`src/rtl/bias_add_pkg.sv`:
```
// Shared types and default sizing for the bias-add frame arbiter slice.
package bias_add_pkg;
  localparam int TILE_SIZE   = 4;
  localparam int DATA_WIDTH  = 16;
  localparam int FRAME_BEATS = 64;
  localparam int VEC_W       = TILE_SIZE * DATA_WIDTH;

  typedef logic [VEC_W-1:0] vec_t;

  typedef enum logic [1:0] {IDLE, SOF, STREAM, DRAIN} arb_state_e;
endpackage

```
`src/rtl/bias_add_frame_arb_rr_arb2.sv`:
```
// Two-way round-robin picker: on a tie the requester that did not win last goes next.
module rr_arb2 (
  input  logic [1:0] req,
  input  logic       last,
  output logic       gnt_idx,
  output logic       any
);
  assign any     = |req;
  assign gnt_idx = req[1] & (~req[0] | ~last);
endmodule

```
`src/rtl/bias_add_frame_arb.sv`:
```
// Shares one bias-add datapath between two requesters a whole frame at a time.
// Optional perf counters (frames0/frames1/stall_cycles) are built when BIAS_ARB_PERF_EN is defined.
module bias_add_frame_arb #(
  parameter int TILE_SIZE   = bias_add_pkg::TILE_SIZE,
  parameter int DATA_WIDTH  = bias_add_pkg::DATA_WIDTH,
  parameter int FRAME_BEATS = bias_add_pkg::FRAME_BEATS,
  parameter int MAX_OUT     = 1,
  parameter int VEC_W       = TILE_SIZE * DATA_WIDTH
) (
  input  logic             clk,
  input  logic             rst_n,
  input  logic             req0_valid,
  output logic             req0_ready,
  input  logic [VEC_W-1:0] req0_vec,
  input  logic             req1_valid,
  output logic             req1_ready,
  input  logic [VEC_W-1:0] req1_vec,
  output logic             dp_in_valid,
  input  logic             dp_in_ready,
  output logic [VEC_W-1:0] dp_in_vec,
  output logic             dp_sof,
  input  logic             dp_out_valid,
  output logic             dp_out_ready,
  input  logic [VEC_W-1:0] dp_out_vec,
  output logic             rsp0_valid,
  input  logic             rsp0_ready,
  output logic [VEC_W-1:0] rsp0_vec,
  output logic             rsp1_valid,
  input  logic             rsp1_ready,
  output logic [VEC_W-1:0] rsp1_vec,
  output logic             owner,
  output logic             busy
`ifdef BIAS_ARB_PERF_EN
  ,
  output logic [15:0]      frames0,
  output logic [15:0]      frames1,
  output logic [15:0]      stall_cycles
`endif
);
  import bias_add_pkg::*;

  localparam int CNT_W = $clog2(FRAME_BEATS);
  localparam int OUT_W = $clog2(MAX_OUT + 1);

  arb_state_e       state;
  logic             owner_r;
  logic             last_owner;
  logic [CNT_W-1:0] beat_cnt;
  logic [OUT_W-1:0] outstanding;
  logic             gnt_idx;
  logic             any_req;
  logic             streaming;
  logic             routing;
  logic             room;
  logic             own_valid;
  logic [VEC_W-1:0] own_vec;
  logic             in_fire;
  logic             out_fire;

  rr_arb2 u_rr_arb2 (
    .req     ({req1_valid, req0_valid}),
    .last    (last_owner),
    .gnt_idx (gnt_idx),
    .any     (any_req)
  );

  assign streaming = (state == STREAM);
  assign routing   = (state == STREAM) || (state == DRAIN);
  assign room      = (outstanding < OUT_W'(MAX_OUT));
  assign own_valid = owner_r ? req1_valid : req0_valid;
  assign own_vec   = owner_r ? req1_vec : req0_vec;

  // Request side: owner's stream passes straight through, throttled by the in-flight limit.
  assign dp_in_valid = streaming && own_valid && room;
  assign dp_in_vec   = streaming ? own_vec : '0;
  assign req0_ready  = streaming && !owner_r && dp_in_ready && room;
  assign req1_ready  = streaming && owner_r && dp_in_ready && room;
  assign in_fire     = dp_in_valid && dp_in_ready;

  // Response side: results go back only to the frame owner.
  assign dp_out_ready = routing && (owner_r ? rsp1_ready : rsp0_ready);
  assign rsp0_valid   = routing && !owner_r && dp_out_valid;
  assign rsp1_valid   = routing && owner_r && dp_out_valid;
  assign rsp0_vec     = (routing && !owner_r) ? dp_out_vec : '0;
  assign rsp1_vec     = (routing && owner_r) ? dp_out_vec : '0;
  assign out_fire     = dp_out_valid && dp_out_ready;

  assign dp_sof = (state == SOF);
  assign busy   = (state != IDLE);
  assign owner  = owner_r;

  always_ff @(posedge clk or negedge rst_n) begin
    if (!rst_n) begin
      state      <= IDLE;
      owner_r    <= 1'b0;
      last_owner <= 1'b1;
      beat_cnt   <= '0;
    end else begin
      case (state)
        IDLE: begin
          if (any_req) begin
            owner_r <= gnt_idx;
            state   <= SOF;
          end
        end
        SOF: begin
          beat_cnt <= '0;
          state    <= STREAM;
        end
        STREAM: begin
          if (in_fire) begin
            beat_cnt <= beat_cnt + 1'b1;
            if (beat_cnt == CNT_W'(FRAME_BEATS - 1)) state <= DRAIN;
          end
        end
        DRAIN: begin
          if (outstanding == '0) begin
            last_owner <= owner_r;
            state      <= IDLE;
          end
        end
        default: state <= IDLE;
      endcase
    end
  end

  // A same-cycle accept and return leave the in-flight count unchanged.
  always_ff @(posedge clk or negedge rst_n) begin
    if (!rst_n) begin
      outstanding <= '0;
    end else if (in_fire && !out_fire) begin
      outstanding <= outstanding + 1'b1;
    end else if (out_fire && !in_fire) begin
      outstanding <= outstanding - 1'b1;
    end
  end

`ifdef BIAS_ARB_PERF_EN
  always_ff @(posedge clk or negedge rst_n) begin
    if (!rst_n) begin
      frames0      <= '0;
      frames1      <= '0;
      stall_cycles <= '0;
    end else begin
      if (state == DRAIN && outstanding == '0) begin
        if (owner_r) frames1 <= frames1 + 16'd1;
        else         frames0 <= frames0 + 16'd1;
      end
      if (streaming && own_valid && !in_fire && stall_cycles != 16'hFFFF)
        stall_cycles <= stall_cycles + 16'd1;
    end
  end
`endif
endmodule

```
`config.mk`:
```
export PLATFORM = sky130hd
export DESIGN_NAME = bias_add_frame_arb
export DESIGN_NICKNAME = d
export VERILOG_FILES = /design/src/rtl/bias_add_pkg.sv /design/src/rtl/bias_add_frame_arb_rr_arb2.sv /design/src/rtl/bias_add_frame_arb.sv
export SDC_FILE = /design/constraint.sdc
export NUM_CORES = 1
export LEC_CHECK = 0
export ABC_AREA = 0
export ABC_CLOCK_PERIOD_IN_PS = 4400
export BUFFER_PORTS_ARGS = -buffer_cell sky130_fd_sc_hd__buf_2
export CAP_MARGIN = 20
export CORE_AREA = 2 2 157 159
export CTS_CLUSTER_SIZE = 16
export DETAILED_ROUTE_END_ITERATION = 7
export DIE_AREA = 0 0 159 161
export PLACE_DENSITY_LB_ADDON = 0.2
export SETUP_SLACK_MARGIN = 0.1
export SYNTH_ARGS = -nofsm -noshare
export SYNTH_HDL_FRONTEND = slang
export SYNTH_SLANG_ARGS = --single-unit
```
`constraint.sdc`:
```
create_clock -name clk -period 4.4 [get_ports clk]
set_input_delay 0.22 -clock clk [delete_from_list [all_inputs] [get_ports clk]]
set_output_delay 0.22 -clock clk [all_outputs]
set_load 0.01 [all_outputs]
```
==> results of run 1 <==
-- cell families (layout without fill, tap and decap cells) --
family / Yosys count / after routing / synth area share
AO/OA/AOI/OAI: 9 / 9 / 0.0234
XOR/XNOR: 3 / 3 / 0.00982
adder cells (fa/ha/maj): 6 / 6 / 0.0281
buffers and inverters: 37 / 415 / 0.0594
flip-flops: 11 / 11 / 0.103
multiplexers: 68 / 68 / 0.255
other: 0 / 1 / 0
AND/OR/NAND/NOR: 228 / 228 / 0.521
-- worst max-delay path by stage --
stage                     slack, ns            to  depth (start not counted)      from
after CTS                      1.58  rsp1_vec[58]                          4     owner
after detailed placement       1.84  rsp1_vec[58]                          4     owner
final                          1.91  dp_in_vec[0]                          4     owner
after global placement         1.88  rsp1_vec[58]                          4     owner
after global routing           1.78   outstanding                          8  state[0]
after floorplan                2.51   outstanding                          8     owner
-- final cells by class --
cell class | instances | share of cell area
Timing Repair Buffer | 405 | 0.405
Antenna cell | 1 | 0.000489
Inverter | 6 | 0.00440
Multi-Input combinational cell | 314 | 0.441
Clock buffer | 4 | 0.0154
Sequential cell | 11 | 0.0547
Tap cell | 324 | 0.0792
-- state kept, by name, summed over array words and instances (netlist names) --
register and flops:
beat_cnt 6, last_owner 1, outstanding 1, owner 1, state 2
-- stage by stage --
stage               hold slack, ns  utilization  setup WS [ns]  power (mW)
floorplan                  -0.0756            -           2.51       0.287
global route                 0.300        0.214           1.78       0.702
global placement             0.120        0.208           1.88       0.491
finish                       0.285        0.214           1.91       0.649
detailed placement           0.123        0.208           1.84       0.489
CTS                          0.279        0.212           1.58       0.663
-- report_power, final --
group,total (mW),switching [mW],internal (mW)
Combinational,0.329,0.161,0.169
Clock,0.167,0.0454,0.122
Sequential,0.153,0.0304,0.122
Total,0.649,0.237,0.413
-- repair_timing --
action                    4_1_cts  5_1_grt
hold endpoints to repair       10        0
resized for setup               0        0
hold buffers                    1        0
-- cells in the final DEF (no fill, tap or decap), types with 2 or more instances in the layout --
cell type | synthesis | routed
nor2b_1 | 65 | 65
nand4_1 | 3 | 3
buf_2 | 7 | 400
xnor2_1 | 3 | 3
nor2_1 | 9 | 7
buf_4 | 3 | 2
inv_2 | 2 | 2
nand3_1 | 3 | 3
dfrtp_1 | 10 | 9
nor3b_1 | 2 | 2
o21ai_0 | 3 | 3
nor2_4 | 0 | 2
ha_1 | 6 | 5
and2_1 | 130 | 130
mux2i_1 | 67 | 67
nand2_1 | 8 | 8
inv_1 | 4 | 4
clkbuf_16 | 0 | 3
nand3b_1 | 3 | 3
-- routing by layer --
layer	part of all wire	vias to the layer above
li1	-	1927
met1	0.37	1664
met4	0.018	4
met2	0.52	254
met3	0.085	18
met5	0.0020	-
==> results.py, run 1 <==
metrics = {
    "status": {
        "outcome": "finished clean",
    },
    "sta": {
        "final.setup_skew_ns": 0.00352,
        "tns_ns": 0,
        "grt_setup_unrepaired": "no",
        "max_freq_ghz": 0.402,
        "min_period_ns": 2.49,
        "max_slew_headroom_at_the_worst_pin": 0.583,
        "finalHoldViolCount": 0,
        "max_slew.worst_pin.slew_ns": 0.625,
        "setup-violations-final": 0,
        "report.final.slew_viol_count": 0,
        "layout_worst_path_cycle_share": 0.565,
    },
    "placed_design": {
        "place.gp.congestion": 0.789,
        "hpwl_um": 14900,
        "port_buffers": 400,
        "dpl.cell_count": 1057,
        "placed_area_um2": 4980,
    },
    "grt": {
        "grt.busiest_layer": "met2",
        "first_global_vias": 3927,
        "global_route.usage.met1": 0.133,
        "grt_antenna_before_repair": 4,
        "first_pass_grt_wire_length_um": 24300,
        "maximum_number_of_pins_on_one_net_before_global_route_repair": 74,
        "globalRouteMet2Util": 0.245,
        "globalRouteMet3Util": 0.0308,
        "gr-total-overflow": 0,
        "track_usage": 0.124,
    },
    "die": {
        "row_count": 57,
        "floorplan.die.height_um": 161,
        "die-area_um2": 25600,
        "die_w_um": 159,
        "floorplan.initialDensity": 0.112,
        "placeableCoreArea_um2": 24000,
        "floorplan.io_pins": 401,
    },
    "setup_path": {
        "critical_path.reg2reg.startpoint": "state[0]",
        "critPathBufInv": 2,
        "critical-path-max-stage-delay_ns": 0.82,
        "worst_ep_arrival_time_ns": 2.27,
        "critPathRequiredTime_ns": 4.18,
        "reg2regPathDepth": 8,
        "cp_top_family": "flip-flops",
        "criticalPathCategory": "reg -> out",
        "timing.critical_path.from_type": "flip-flop",
        "timing.reg2reg.setup_slack_ns": 2.01,
        "crit_path_cell_trace": "buf_4, mux2i_1, nor2b_1, buf_2",
        "worstReg2RegEnd": "outstanding",
        "timing.critical_path.slowest_stage_cell": "dfrtp_4",
        "end_kind": "primary output",
        "path_max_fanout": 36,
    },
    "drt": {
        "remaining_drc_errors": 0,
        "route.final.wire_length_um": 17100,
        "vias": 3867,
        "detailedRoute.firstPassIterationCount": 4,
        "drt_iter0_drc": 137,
        "drtAntennaViolNets": 0,
        "avgRoutedWirePerCell_um": 16.1,
        "avgViaCountPerCell": 3.63,
    },
    "clock_tree": {
        "numCtsBuffers": 3,
        "ctsHtreeMaxLevel": 1,
        "tritoncts": "yes",
        "insertion_delay_ns": 0.24,
        "post_cts_repair_setup_buffers": 0,
        "ctsRootBufferMaster": "clkbuf_16",
        "clk_path_buf_depth": 2,
        "cts_num_sinks": 11,
        "clkSlewWorstSetupHoldPaths_ns": 0.04,
    },
    "synth": {
        "commonest_cells_in_the_synthesized_netlist": "and2_1 (130), mux2i_1 (67), nor2b_1 (65), clkbuf_1 (21), dfrtp_1 (10)",
        "synthTopCellsByArea": "and2_1 (30%), mux2i_1 (25%), nor2b_1 (15%)",
        "synth.avg_cell_area_um2": 7.39,
        "netlist.top_cell.by_area": "and2_1",
        "synth.lib_cells_used.distinct": 31,
        "postSynthCellCount": 362,
        "syn-num-nets": 568,
        "top_count_cell_post_synth": "and2_1",
        "synth_top_area_frac": 0.304,
        "ys_dominant_reg_cell": "dfrtp_1",
        "mappedNetlistArea_um2": 2680,
        "synth-edff-count": 0,
        "synthesis.yosys.warnings": 0,
        "asyncSetResetFlopFracSynth": 1.00,
        "ys_ff_latch": 11,
        "synth_seq_area_share": 0.103,
    },
    "power_and_ir_drop": {
        "p_leak_nw": 2.66,
        "power_per_cell_area_nw_per_um2": 127,
        "ir_worst_vdd_mv": 0.0919,
    },
    "final_layout": {
        "area_growth_syn_to_layout_pct": 91.4,
        "final_nets": 947,
        "final_cells": 1065,
        "seq_area_um2": 280,
        "share_of_cells_above_drive_strength_1": 0.562,
        "design_area_um2": 5120,
        "n_fill_cell": 2778,
        "multi_input_area_um2": 2260,
    },
    "min_path": {
        "hold_depth": 2,
        "worst_hold_path.endpoint": "owner",
        "min-delay-path-class": "in -> reg",
        "worstHoldStart": "req1_valid",
    },
    "job": {
        "drv_cap": 0,
    },
}
Note: power is estimated with default switching activity, not from simulation.
==> run 2: changes to the inputs <==
- ABC_CLOCK_PERIOD_IN_PS: 4400 -> 2500
- CORE_AREA: 2 2 157 159 -> 2 2 155 157
- DIE_AREA: 0 0 159 161 -> 0 0 157 159
- clock period: 4.4 -> 2.5 ns (I/O delays scaled with it)
==> results.py, run 2 (same netlist as run 1, synthesis figures left out) <==
metrics = {
    "status": {
        "outcome": "finished clean",
    },
    "power_and_ir_drop": {
        "power_per_cell_area_nw_per_um2": 220,
        "post-layout-total-power_mw": 1.13,
        "fraction_of_power_consumed_by_the_clock_network": 0.263,
        "pint_mw": 0.726,
        "switchingPower_mw": 0.400,
        "p_leak_nw": 2.67,
        "netSwitchingFraction": 0.355,
        "power.share.sequential": 0.239,
        "power.combinational.fraction": 0.498,
        "ir_worst_vdd_mv": 0.174,
    },
    "die": {
        "row_count": 56,
        "die-area_um2": 25000,
        "die_w_um": 157,
        "floorplan.die.height_um": 159,
        "placeableCoreArea_um2": 23200,
        "floorplan.io_pins": 401,
        "floorplan.initialDensity": 0.115,
    },
    "setup_path": {
        "end_kind": "primary output",
        "worst_ep_arrival_time_ns": 1.84,
        "crit_end": "rsp0_vec[56]",
        "cp-startpoint": "state[0]",
        "worstReg2RegEnd": "outstanding",
        "criticalPathCategory": "reg -> out",
        "timing.reg2reg.setup_slack_ns": 0.74,
        "reg2regPathDepth": 7,
        "timing.critical_path.slowest_stage_cell": "dfrtp_1",
        "timing.critical_path.from_type": "flip-flop",
        "path_max_fanout": 65,
        "critical_path.reg2reg.startpoint": "state[0]",
        "critPathRequiredTime_ns": 2.38,
        "crit_path_cell_trace": "inv_1, ha_2, nor2_1, nor2_4, buf_12, and2_1, buf_2",
        "critical-path-max-stage-delay_ns": 0.36,
    },
    "min_path": {
        "min-delay-path-class": "in -> reg",
        "hold_depth": 2,
    },
    "placed_design": {
        "dpl.cell_count": 1056,
        "place.gp.congestion": 0.761,
        "port_buffers": 400,
        "hpwl_um": 13300,
        "placed_area_um2": 5030,
        "place_worst_setup_slack_ns": 0.699,
    },
    "job": {
        "drv_cap": 0,
    },
    "drt": {
        "drtAntennaViolNets": 0,
        "avgViaCountPerCell": 3.61,
        "vias": 3835,
        "route.final.wire_length_um": 15200,
        "detailedRoute.firstPassIterationCount": 5,
        "drt_iter0_drc": 147,
        "remaining_drc_errors": 0,
        "avgRoutedWirePerCell_um": 14.3,
    },
    "final_layout": {
        "seq_area_um2": 280,
        "final_nets": 949,
        "area_growth_syn_to_layout_pct": 91.4,
        "antenna_cells_inserted": 0,
        "largest_registers": "beat_cnt x6, state x2",
        "largest_register_ffs": 6,
        "share_of_cells_above_drive_strength_1": 0.563,
        "design_area_um2": 5120,
        "layout.cells.most_common": "buf_2",
        "mostFrequentLayoutCells": "buf_2 (400), and2_1 (130), mux2i_1 (67)",
        "multi_input_area_um2": 2260,
        "final_cells": 1061,
        "max_flop_register": "beat_cnt",
        "post-route-util": 0.221,
        "n_fill_cell": 2633,
    },
    "grt": {
        "first_global_vias": 3741,
        "gr-total-overflow": 0,
        "grt_antenna_before_repair": 3,
        "maximum_number_of_pins_on_one_net_before_global_route_repair": 66,
        "track_usage": 0.110,
        "first_pass_grt_wire_length_um": 21200,
    },
    "sta": {
        "max_freq_ghz": 0.508,
        "min_period_ns": 1.97,
        "finalHoldWorstSlack_ns": 0.182,
        "fin_ws_ns": 0.532,
        "grt_setup_unrepaired": "no",
        "max_slew.worst_pin.slew_ns": 0.625,
        "finalHoldViolCount": 0,
        "report.final.slew_viol_count": 0,
        "setup-violations-final": 0,
        "max_slew_headroom_at_the_worst_pin": 0.583,
        "final.setup_skew_ns": 0.00205,
        "tns_ns": 0,
        "layout_worst_path_cycle_share": 0.787,
    },
    "clock_tree": {
        "ctsRootBufferMaster": "clkbuf_16",
        "post_cts_repair_setup_buffers": 0,
        "insertion_delay_ns": 0.24,
        "tritoncts": "yes",
        "clkSlewWorstSetupHoldPaths_ns": 0.04,
        "numCtsBuffers": 3,
        "cts_num_sinks": 11,
        "ctsHtreeMaxLevel": 1,
        "clk_path_buf_depth": 2,
    },
}
[run 2: power groups by stage]
stage                     sequential (mW)  combinational (mW)  clock [mW]
after CTS                           0.268               0.574       0.301
after floorplan                     0.244               0.262           0
final                               0.269               0.561       0.297
after global placement              0.273               0.575           0
after global routing                0.276               0.622       0.311
after detailed placement            0.271               0.570           0
[run 2: final cells by class]
type | instances | area share
Sequential cell | 11 | 0.0547
Multi-Input combinational cell | 314 | 0.441
Inverter | 6 | 0.00440
Timing Repair Buffer | 407 | 0.407
Tap cell | 319 | 0.0780
Clock buffer | 4 | 0.0154
[run 2: what timing repair did]
item | in CTS | in global routing
hold buffers | 1 | 0
resized for setup | 0 | 0
endpoints found under the hold margin | 10 | 0
endpoints found under the setup margin | 0 | 0
[run 2: worst min-delay path by stage]
stage	start	to	slack, ns
after floorplan	rst_n	beat_cnt[0]	-0.17
after global placement	rst_n	beat_cnt[4]	0.03
after detailed placement	rst_n	beat_cnt[3]	0.03
after CTS	req1_valid	owner	0.18
after global routing	req1_valid	owner	0.21
final	req1_valid	owner	0.18
[run 2: worst max-delay path, delay by kind of cell (launching register included)]
family | cells | cell delay [ns]
adders and majority gates | 1 | 0.21
buffers and inverters | 3 | 0.39
DFF | 1 | 0.36
and+or+nand+nor | 3 | 0.59
[run 2: layer usage]
layer | vias up | part of all wire | track usage
li1 | 1922 | - | -
met1 | 1653 | 0.38 | 0.117
met2 | 245 | 0.52 | 0.224
met3 | 13 | 0.088 | 0.0185
met4 | 2 | 0.0096 | 0.0175
met5 | - | 0.00046 | 0
